$ cat config.mk
export PLATFORM = sky130hd
export DESIGN_NAME = bridge_tx_queued
export DESIGN_NICKNAME = d
export VERILOG_FILES = /design/src/rtl/bridge_tx_queued.sv
export SDC_FILE = /design/constraint.sdc
export NUM_CORES = 1
export LEC_CHECK = 0
export CAP_MARGIN = 20
export CORE_ASPECT_RATIO = 0.9
export CORE_UTILIZATION = 33
export DETAILED_ROUTE_END_ITERATION = 6
export PLACE_DENSITY = 0.61
export SYNTH_ARGS = -nofsm -noshare
export SYNTH_HDL_FRONTEND = slang
export SYNTH_SLANG_ARGS = --single-unit
export TNS_END_PERCENT = 50
$ cat constraint.sdc
create_clock -name clk -period 6 [get_ports clk]
set_input_delay 1.2 -clock clk [delete_from_list [all_inputs] [get_ports clk]]
set_output_delay 1.2 -clock clk [all_outputs]
set_load 0.02 [all_outputs]
$ cat src/rtl/bridge_tx_queued.sv
// Response FIFO feeding an ASCII frame engine toward a UART TX byte port.
// Read frames are 'M', hex nibbles MSB-first, CR, LF; write acknowledgements are 'M', CR, LF.
module bridge_tx_queued #(
  parameter int DATA_WIDTH = 16,
  parameter int DEPTH      = 4,
  parameter bit WRITE_ACK  = 1'b0
) (
  input  logic                  clk,
  input  logic                  rst_n,
  input  logic [DATA_WIDTH-1:0] rdata_i,
  input  logic                  rw_i,
  input  logic                  valid_i,
  output logic [7:0]            data_o,
  output logic                  valid_o,
  input  logic                  ready_i,
  output logic                  full_o,
  output logic                  overflow_o
);
  localparam int NIBBLES = DATA_WIDTH / 4;
  localparam int IDX_W   = $clog2(NIBBLES + 3);
  localparam int PTR_W   = $clog2(DEPTH);
  localparam int CNT_W   = PTR_W + 1;
  localparam logic [CNT_W-1:0] CNT_FULL   = CNT_W'(DEPTH);
  localparam logic [IDX_W-1:0] IDX_ONE    = IDX_W'(1);
  localparam logic [IDX_W-1:0] IDX_ACK_LF = IDX_W'(2);
  localparam logic [IDX_W-1:0] IDX_CR     = IDX_W'(NIBBLES + 1);
  localparam logic [IDX_W-1:0] IDX_LF     = IDX_W'(NIBBLES + 2);

  typedef enum logic {IDLE, SEND} state_t;

  // Each entry is {is_ack, data}
  logic [DATA_WIDTH:0]   mem_q [DEPTH];
  logic [PTR_W-1:0]      wr_ptr_q, wr_ptr_d, rd_ptr_q, rd_ptr_d;
  logic [CNT_W-1:0]      count_q, count_d;
  logic                  full_q, full_d, overflow_q, overflow_d;
  state_t                state_q, state_d;
  logic [IDX_W-1:0]      idx_q, idx_d;
  logic [DATA_WIDTH-1:0] frame_q, frame_d;
  logic                  is_ack_q, is_ack_d;

  logic                  push_req, push_ok, pop, fifo_empty, last_byte;
  logic [DATA_WIDTH:0]   head;
  logic [3:0]            nib_w [NIBBLES];
  logic [3:0]            nib_sel;

  assign head       = mem_q[rd_ptr_q];
  assign fifo_empty = (count_q == '0);
  assign push_req   = valid_i && (!rw_i || WRITE_ACK);
  // full_q reflects the count before this edge, so a same-edge pop cannot rescue a push
  assign push_ok    = push_req && !full_q;
  assign last_byte  = is_ack_q ? (idx_q == IDX_ACK_LF) : (idx_q == IDX_LF);
  assign pop        = !fifo_empty && ((state_q == IDLE) || (ready_i && last_byte));

  always_ff @(posedge clk) begin
    if (push_ok) begin
      mem_q[wr_ptr_q] <= {rw_i, rdata_i};
    end
  end

  always_comb begin
    wr_ptr_d = wr_ptr_q;
    rd_ptr_d = rd_ptr_q;
    count_d  = count_q;
    if (push_ok) wr_ptr_d = wr_ptr_q + 1'b1;
    if (pop)     rd_ptr_d = rd_ptr_q + 1'b1;
    if (push_ok && !pop)      count_d = count_q + 1'b1;
    else if (pop && !push_ok) count_d = count_q - 1'b1;
    full_d     = (count_d == CNT_FULL);
    overflow_d = overflow_q || (push_req && full_q);
  end

  always_comb begin
    state_d  = state_q;
    idx_d    = idx_q;
    frame_d  = frame_q;
    is_ack_d = is_ack_q;
    case (state_q)
      IDLE: begin
        if (!fifo_empty) begin
          state_d  = SEND;
          idx_d    = '0;
          frame_d  = head[DATA_WIDTH-1:0];
          is_ack_d = head[DATA_WIDTH];
        end
      end
      SEND: begin
        if (ready_i) begin
          if (!last_byte) begin
            idx_d = idx_q + 1'b1;
          end else if (!fifo_empty) begin
            idx_d    = '0;
            frame_d  = head[DATA_WIDTH-1:0];
            is_ack_d = head[DATA_WIDTH];
          end else begin
            idx_d   = '0;
            state_d = IDLE;
          end
        end
      end
      default: state_d = IDLE;
    endcase
  end

  for (genvar gi = 0; gi < NIBBLES; gi++) begin : g_nib
    assign nib_w[gi] = frame_q[DATA_WIDTH - 4*gi - 1 -: 4];
  end

  always_comb begin
    nib_sel = '0;
    for (int i = 0; i < NIBBLES; i++) begin
      if (idx_q == IDX_W'(i + 1)) nib_sel = nib_w[i];
    end
  end

  always_comb begin
    valid_o = (state_q == SEND);
    data_o  = 8'h00;
    if (state_q == SEND) begin
      if (idx_q == '0)            data_o = 8'h4D;
      else if (is_ack_q)          data_o = (idx_q == IDX_ONE) ? 8'h0D : 8'h0A;
      else if (idx_q == IDX_CR)   data_o = 8'h0D;
      else if (idx_q == IDX_LF)   data_o = 8'h0A;
      else if (nib_sel < 4'd10)   data_o = 8'h30 + {4'h0, nib_sel};
      else                        data_o = 8'h37 + {4'h0, nib_sel};
    end
  end

  always_ff @(posedge clk) begin
    if (!rst_n) begin
      wr_ptr_q   <= '0;
      rd_ptr_q   <= '0;
      count_q    <= '0;
      full_q     <= 1'b0;
      overflow_q <= 1'b0;
      state_q    <= IDLE;
      idx_q      <= '0;
      frame_q    <= '0;
      is_ack_q   <= 1'b0;
    end else begin
      wr_ptr_q   <= wr_ptr_d;
      rd_ptr_q   <= rd_ptr_d;
      count_q    <= count_d;
      full_q     <= full_d;
      overflow_q <= overflow_d;
      state_q    <= state_d;
      idx_q      <= idx_d;
      frame_q    <= frame_d;
      is_ack_q   <= is_ack_d;
    end
  end

  assign full_o     = full_q;
  assign overflow_o = overflow_q;
endmodule

# Word level (Yosys, flattened, before mapping)
# Memory sizes are Yosys's and may differ from the RTL's. A register that Yosys moved wholly into a read port is not among the register bits.
# Index checks and enable logic that the tools add are counted.
[word_totals]
register_bits = 30
ramBits = 68
out_inout_bits = 11
elab_cells = 81
n_memories = 1
[memory_table]
columns = ["name", "words", "width", "rd", "rd_clocked_by_memory_dff", "write_ports", "line_no", "source"]
rows = [
  ["mem_q", 4, 17, 1, 1, 1, "32", "logic [DATA_WIDTH:0] mem_q [DEPTH];"],
]
[op_classes]
addsub = 7
n_lt_le_gt_ge = 1
eq_ne = 10
mux = 34
bitwise_logic = 1
n_reduce_logical = 18
[op_table]
columns = ["operator", "count"]
rows = [
  ["two-way mux 16 bit", 3],
  ["two-way mux 7 bit", 6],
  ["one-hot mux 16 bit (2 select lines)", 1],
  ["two-way mux 3 bit", 6],
  ["two-way mux 4 bit", 4],
  ["adder 6 x 4 -> 7 bit (first input constant)", 2],
  ["== test 3 bit (second input constant)", 4],
  ["two-way mux 1 bit", 9],
  ["logical AND 1 bit", 7],
  ["adder 3 x 1 -> 3 bit (second input constant)", 2],
  ["== test 3 x 2 -> 1 bit (second input constant)", 2],
  ["logical NOT 3 bit", 2],
  ["one-hot mux 3 bit (2 select lines)", 1],
  ["logical NOT 1 bit", 5],
  ["adder 2 x 1 -> 2 bit (second input constant)", 2],
  ["less-than comparator 4 bit (second input constant)", 1],
  ["two-way mux 2 bit", 2],
  ["!= test 2 bit (second input constant)", 2],
  ["one-hot mux 1 bit (2 select lines)", 2],
  ["AND reduction 2 bit", 2],
  ["== test 3 x 1 -> 1 bit (second input constant)", 1],
  ["subtractor 3 x 1 -> 3 bit (second input constant)", 1],
  ["logical OR 1 bit", 2],
  ["!= test 2 x 1 -> 1 bit (second input constant)", 1],
  ["NOT 1 bit", 1],
]

# Logic depth before layout (Yosys ltp)
[depth]
word_depth = 12
ltp_mapped = 11

# Worst setup path after synthesis
# Ideal clock, no wire load.
[synth_path]
path_type = "register to output"
startpoint = "register idx_q[2]"
endpoint = "output data_o[1]"
arrival_time_ns = 2.818
slack_ns = 1.982
path_stages_with_launch = 11
path_buffers = 2
path_cell_list = "dfxtp_1 -> clkbuf_1 -> inv_1 -> ha_1 -> clkbuf_2 -> nor4b_4 -> nand2_1 -> a31o_2 -> ha_1 -> a22o_1 -> a211oi_1"
[synth_between]
elab_chain_cells = 12
elab_cells_between_ends = 21
classes_between = "2 x add/sub; 1 x order compare; 6 x eq/ne; 11 x mux; 1 x reduce/logical"
[synth_rtl]
columns = ["element", "line_no", "source"]
rows = [
  ["start: declaration", "37", "logic [IDX_W-1:0] idx_q, idx_d;"],
  ["start signal: assignment", "146", "idx_q <= idx_d;"],
  ["== test 3 x 1 -> 1 bit", "111, 120", ""],
  ["two-way mux 4 bit (4 in a row)", "111", "if (idx_q == IDX_W'(i + 1)) nib_sel = nib_w[i];"],
  ["adder 6 x 4 -> 7 bit, or another cell as far along", "124", "else data_o = 8'h37 + {4'h0, nib_sel};"],
  ["two-way mux 7 bit", "123", "else if (nib_sel < 4'd10) data_o = 8'h30 + {4'h0, nib_sel};"],
  ["two-way mux 7 bit", "122", "else if (idx_q == IDX_LF) data_o = 8'h0A;"],
  ["two-way mux 7 bit", "121", "else if (idx_q == IDX_CR) data_o = 8'h0D;"],
  ["two-way mux 7 bit", "120", "else if (is_ack_q) data_o = (idx_q == IDX_ONE) ? 8'h0D : 8'h0A;"],
  ["two-way mux 7 bit *", "119", "if (idx_q == '0) data_o = 8'h4D;"],
  ["two-way mux 7 bit *", "118", "if (state_q == SEND) begin"],
  ["end: declaration", "13", "output logic [7:0] data_o,"],
]
# Mark *: on every way between the ends. The rest lies on a longest branch, timed or not.

# Worst setup path after layout
[layout_path]
startpoint = "register idx_q[2]"
endpoint = "output data_o[6]"
[layout_between]
elab_chain_cells = 12
elab_cells_between_ends = 20
classes_between = "2 x add/sub; 1 x order compare; 6 x eq/ne; 10 x mux; 1 x reduce/logical"
[layout_rtl]
columns = ["element", "line_no"]
rows = [
  ["== test 3 x 1 -> 1 bit", "111"],
  ["two-way mux 4 bit (4 in a row)", "111"],
  ["adder 6 x 4 -> 7 bit, or another cell as far along", "124"],
  ["two-way mux 7 bit", "123"],
  ["two-way mux 7 bit", "122"],
  ["two-way mux 7 bit", "121"],
  ["two-way mux 7 bit", "120"],
  ["two-way mux 7 bit *", "119"],
  ["two-way mux 7 bit *", "118"],
]
# Marks and branches as above.

==> out/metrics.csv <==
stage,metric,value,unit
run_status,status,completed,
logic_synthesis,"area leader, netlist",edfxtp_1,
cells_and_area,Fillers,1107,
power,Combinational Power Share,0.256,
clock_tree,H-Tree Depth,3,
clock_tree,total CTS buffers,9,
logic_synthesis,Post-Syn Nets,353,
global_routing,All-Layer GR Usage,0.125,
critical_path,Crit. End Element,output pin,
critical_path,Crit Path Max Fanout,14,
logic_synthesis,Post-synth EDFFs,68,
cells_and_area,share of layout cells above drive strength 1,0.108,
timing,final setup violation count,0,
critical_path,"Req. time, crit path",4.80,ns
timing,"Slew Viols, Final",0,
clock_tree,Hold Buf Count CTS,0,
logic_synthesis,Syn. warnings,0,
clock_tree,Setup Buffers After CTS,0,
logic_synthesis,Synth Area in XOR/XNOR,0.0146,
logic_synthesis,"top cells by area, synth","edfxtp_1, dfxtp_1, mux4_2",
logic_synthesis,"flops & latches, synth",100,
power,sw power,0.000589,W
logic_synthesis,Yosys top cell area share,0.485,
clock_tree,clk slew on worst S/H paths,0.07,ns
route,routed length per instance,14.7,um
route,vias per cell,4.84,
clock_tree,CTS Sinks,100,
critical_path,Critical Path Start Type,flop,
global_routing,initial antenna violation count,0,
global_routing,first-pass GRT wire length,12500,um
floorplanning,num ports,32,
cells_and_area,nets,382,
route,Initial DRC Count,130,
route,First-pass DRT Iterations,5,
route,ANT nets after route,0,
floorplanning,DIE WIDTH,121,um
critical_path,critical path type,flop to output pin,
timing,TNS Setup,0,ns
logic_synthesis,Syn Std Cell Area,4210,um^2
logic_synthesis,cell count after synthesis,319,
placement,dpl hpwl,4980,um
timing,RSZ-0062 raised after global routing,no,
logic_synthesis,Adder-Cell Fraction of Synth Area,0.0387,
clock_tree,root buffer cell,clkbuf_16,
global_routing,vias in the first global route,2476,
power,Sequential Power Share,0.453,
placement,Area after DPL,4660,um^2
logic_synthesis,mux share of post-synthesis cell area,0.0982,
floorplanning,die height,109,um
worst_hold_path,worst hold path class,flop to flop,
logic_synthesis,syn_area_per_cell,13.2,um^2
power,maximum vdd drop,0.000131,V
route,DRC errors left,0,
floorplanning,Initial Util,0.344,
floorplanning,Die Footprint,13200,um^2
timing,Hold Fails Final Rpt,0,
logic_synthesis,sequential area share after synthesis,0.638,
power,leak pwr,1.70,nW
cells_and_area,Diodes inserted,0,
global_routing,grt ovf,0,
job,Max-Cap Viols,0,
floorplanning,Core ar.,12200,um^2
floorplanning,# rows,38,
route,final WL,7560,um
placement,port bufs,30,
timing,clk_skew,0.00951,ns
clock_tree,cells resized by post-CTS repair,0,
timing,worst-margin pin slew,0.955,ns
power,Sw Share,0.299,
logic_synthesis,top_reg_cell synth,edfxtp_1,
timing,Peak Freq,210,MHz
timing,Worst slew margin,0.363,
clock_tree,Max Root-Sink Buffers,2,
global_routing,largest net degree at the start of global routing,29,
timing,Period minus WS final,4.77,ns
route,via count,2484,
logic_synthesis,Compound-Gate Fraction of Synth Area,0.0758,
power,internal power,0.00138,W
timing,Final Cycle Share,0.795,
cells_and_area,area grow syn2layout,17.8,%
logic_synthesis,Unique masters post-synth,46,
logic_synthesis,Synth Area in Simple Gates,0.106,
critical_path,critical path data arrival time,3.57,ns
clock_tree,CTS tree,done,
logic_synthesis,asr flop ratio synth,0,
cells_and_area,post-route cell area,4960,um^2
power,clock share of power,0.291,
clock_tree,Worst-Skew Late Latency,0.34,ns
power,Power per Cell Area,397,nW/um^2
logic_synthesis,largest family of logic cells by synthesized area,simple AND/OR/NAND/NOR gates,
placement,placer congestion estimate,0.776,
## worst max-delay path, cell delays in order, from the launching register on
cell             delay, ns
dfxtp_1               0.64
inv_1                 0.12
ha_1                  0.33
nor4b_4               0.33
nand2_1               0.08
a31o_2                0.27
ha_1                  0.22
o21ba_2               0.22
a2111o_1              0.28
a21oi_1               0.13
clkdlybuf4s50_1       0.62
## cells by family after synthesis
| group | Yosys count |
|---|---|
| buffers and inverters | 28 |
| AND/OR/NAND/NOR | 100 |
| XOR/XNOR | 7 |
| flip-flops | 100 |
| AO/OA/AOI/OAI | 50 |
| multiplexers | 20 |
| adder cells (fa/ha/maj) | 13 |
| other | 1 |
## layout make-up
cell class | count | area (um^2) | share of cell area
timing repair buffer | 33 | 323 | 0.0651
multi-input combinational | 191 | 1410 | 0.284
inverter | 13 | 48.8 | 0.00984
tap | 160 | 200 | 0.0404
clock buffer | 9 | 225 | 0.0454
clock inverter | 7 | 71.3 | 0.0144
sequential | 100 | 2680 | 0.541
## cells in the final DEF, fill, tap and decap left out, types with 2 or more instances in the layout
cell / n
mux2i_1: 3
a31oi_1: 3
and2_1: 5
inv_6: 2
nor2_1: 30
clkinv_1: 2
clkbuf_16: 9
edfxtp_1: 68
nand3_1: 2
a22oi_1: 2
xnor2_1: 4
nand2_1: 50
clkdlybuf4s50_1: 30
mux4_2: 17
a22o_1: 2
a21oi_1: 25
ha_1: 13
a32oi_1: 2
and3_1: 2
nand2b_1: 2
inv_1: 12
nor2b_1: 2
dfxtp_1: 32
xor2_1: 3
buf_4: 3
o21ai_0: 4
nor3b_1: 2
## through the flow
stage / hold WS [ns] / std cells / power (W) / setup WS [ns] / util
finish: 0.461 / 513 / 0.00197 / 1.23 / 0.406
global route: 0.484 / 513 / 0.00208 / 0.975 / 0.406
CTS: 0.462 / 513 / 0.00199 / 1.21 / 0.406
detailed placement: 0.453 / 497 / 0.00142 / 1.57 / 0.381
global placement: 0.455 / 497 / 0.00141 / 1.64 / 0.381
floorplan: 0.436 / 319 / 0.00126 / 1.98 / -
## synthesized netlist by cell type, types with 2 or more instances
master / count
clkbuf_1: 4
o21ai_0: 4
nor2_1: 30
a22o_1: 2
edfxtp_1: 68
xnor2_1: 4
nor2b_1: 2
buf_1: 3
nand2b_1: 2
a22oi_1: 2
and3_1: 2
and2_1: 5
xor2_1: 3
mux4_2: 17
nor3b_1: 2
mux2i_1: 3
a32oi_1: 2
nand3_1: 2
a21oi_1: 25
nand2_1: 50
buf_2: 6
inv_1: 12
ha_1: 13
a31oi_1: 3
dfxtp_1: 32
## flip-flops by register name, summed over array words and instances (netlist names), named ones only
signal      count
is_ack_q        1
idx_q           3
valid_o         1
frame_q        16
wr_ptr_q        2
full_o          1
mem_q          68
rd_ptr_q        2
overflow_o      1
count_q         3
## per-layer routing
layer  global-route usage  wire length, um
met4               0.0591              131
met2                0.197             3440
met5                    0                0
met1                0.168             3730
met3               0.0225              268
## power groups by stage
stage | Combinational (W) | Clock, W | Sequential, W
floorplan | 0.000381 | 0 | 0.000883
global placement | 0.000504 | 0 | 0.000906
detailed placement | 0.000512 | 0 | 0.000909
CTS | 0.000513 | 0.000585 | 0.000894
global route | 0.000566 | 0.000611 | 0.000906
finish | 0.000504 | 0.000573 | 0.000893
## final timing paths
kind | startpoint | endpoint | slack, ns | depth (start not counted)
setup / recovery | idx_q[2]$_SDFFE_PN0P_ | data_o[6] | 1.23 | 10
hold / removal | frame_q[11]$_SDFFE_PN0P_ | frame_q[11]$_SDFFE_PN0P_ | 0.46 | 2
setup reg to reg | idx_q[0]$_SDFFE_PN0P_ | full_o$_SDFF_PN0_ | 3.47 | 7
hold reg to reg | frame_q[11]$_SDFFE_PN0P_ | frame_q[11]$_SDFFE_PN0P_ | 0.46 | 2
No activity file was read; power rests on OpenSTA's default activity.
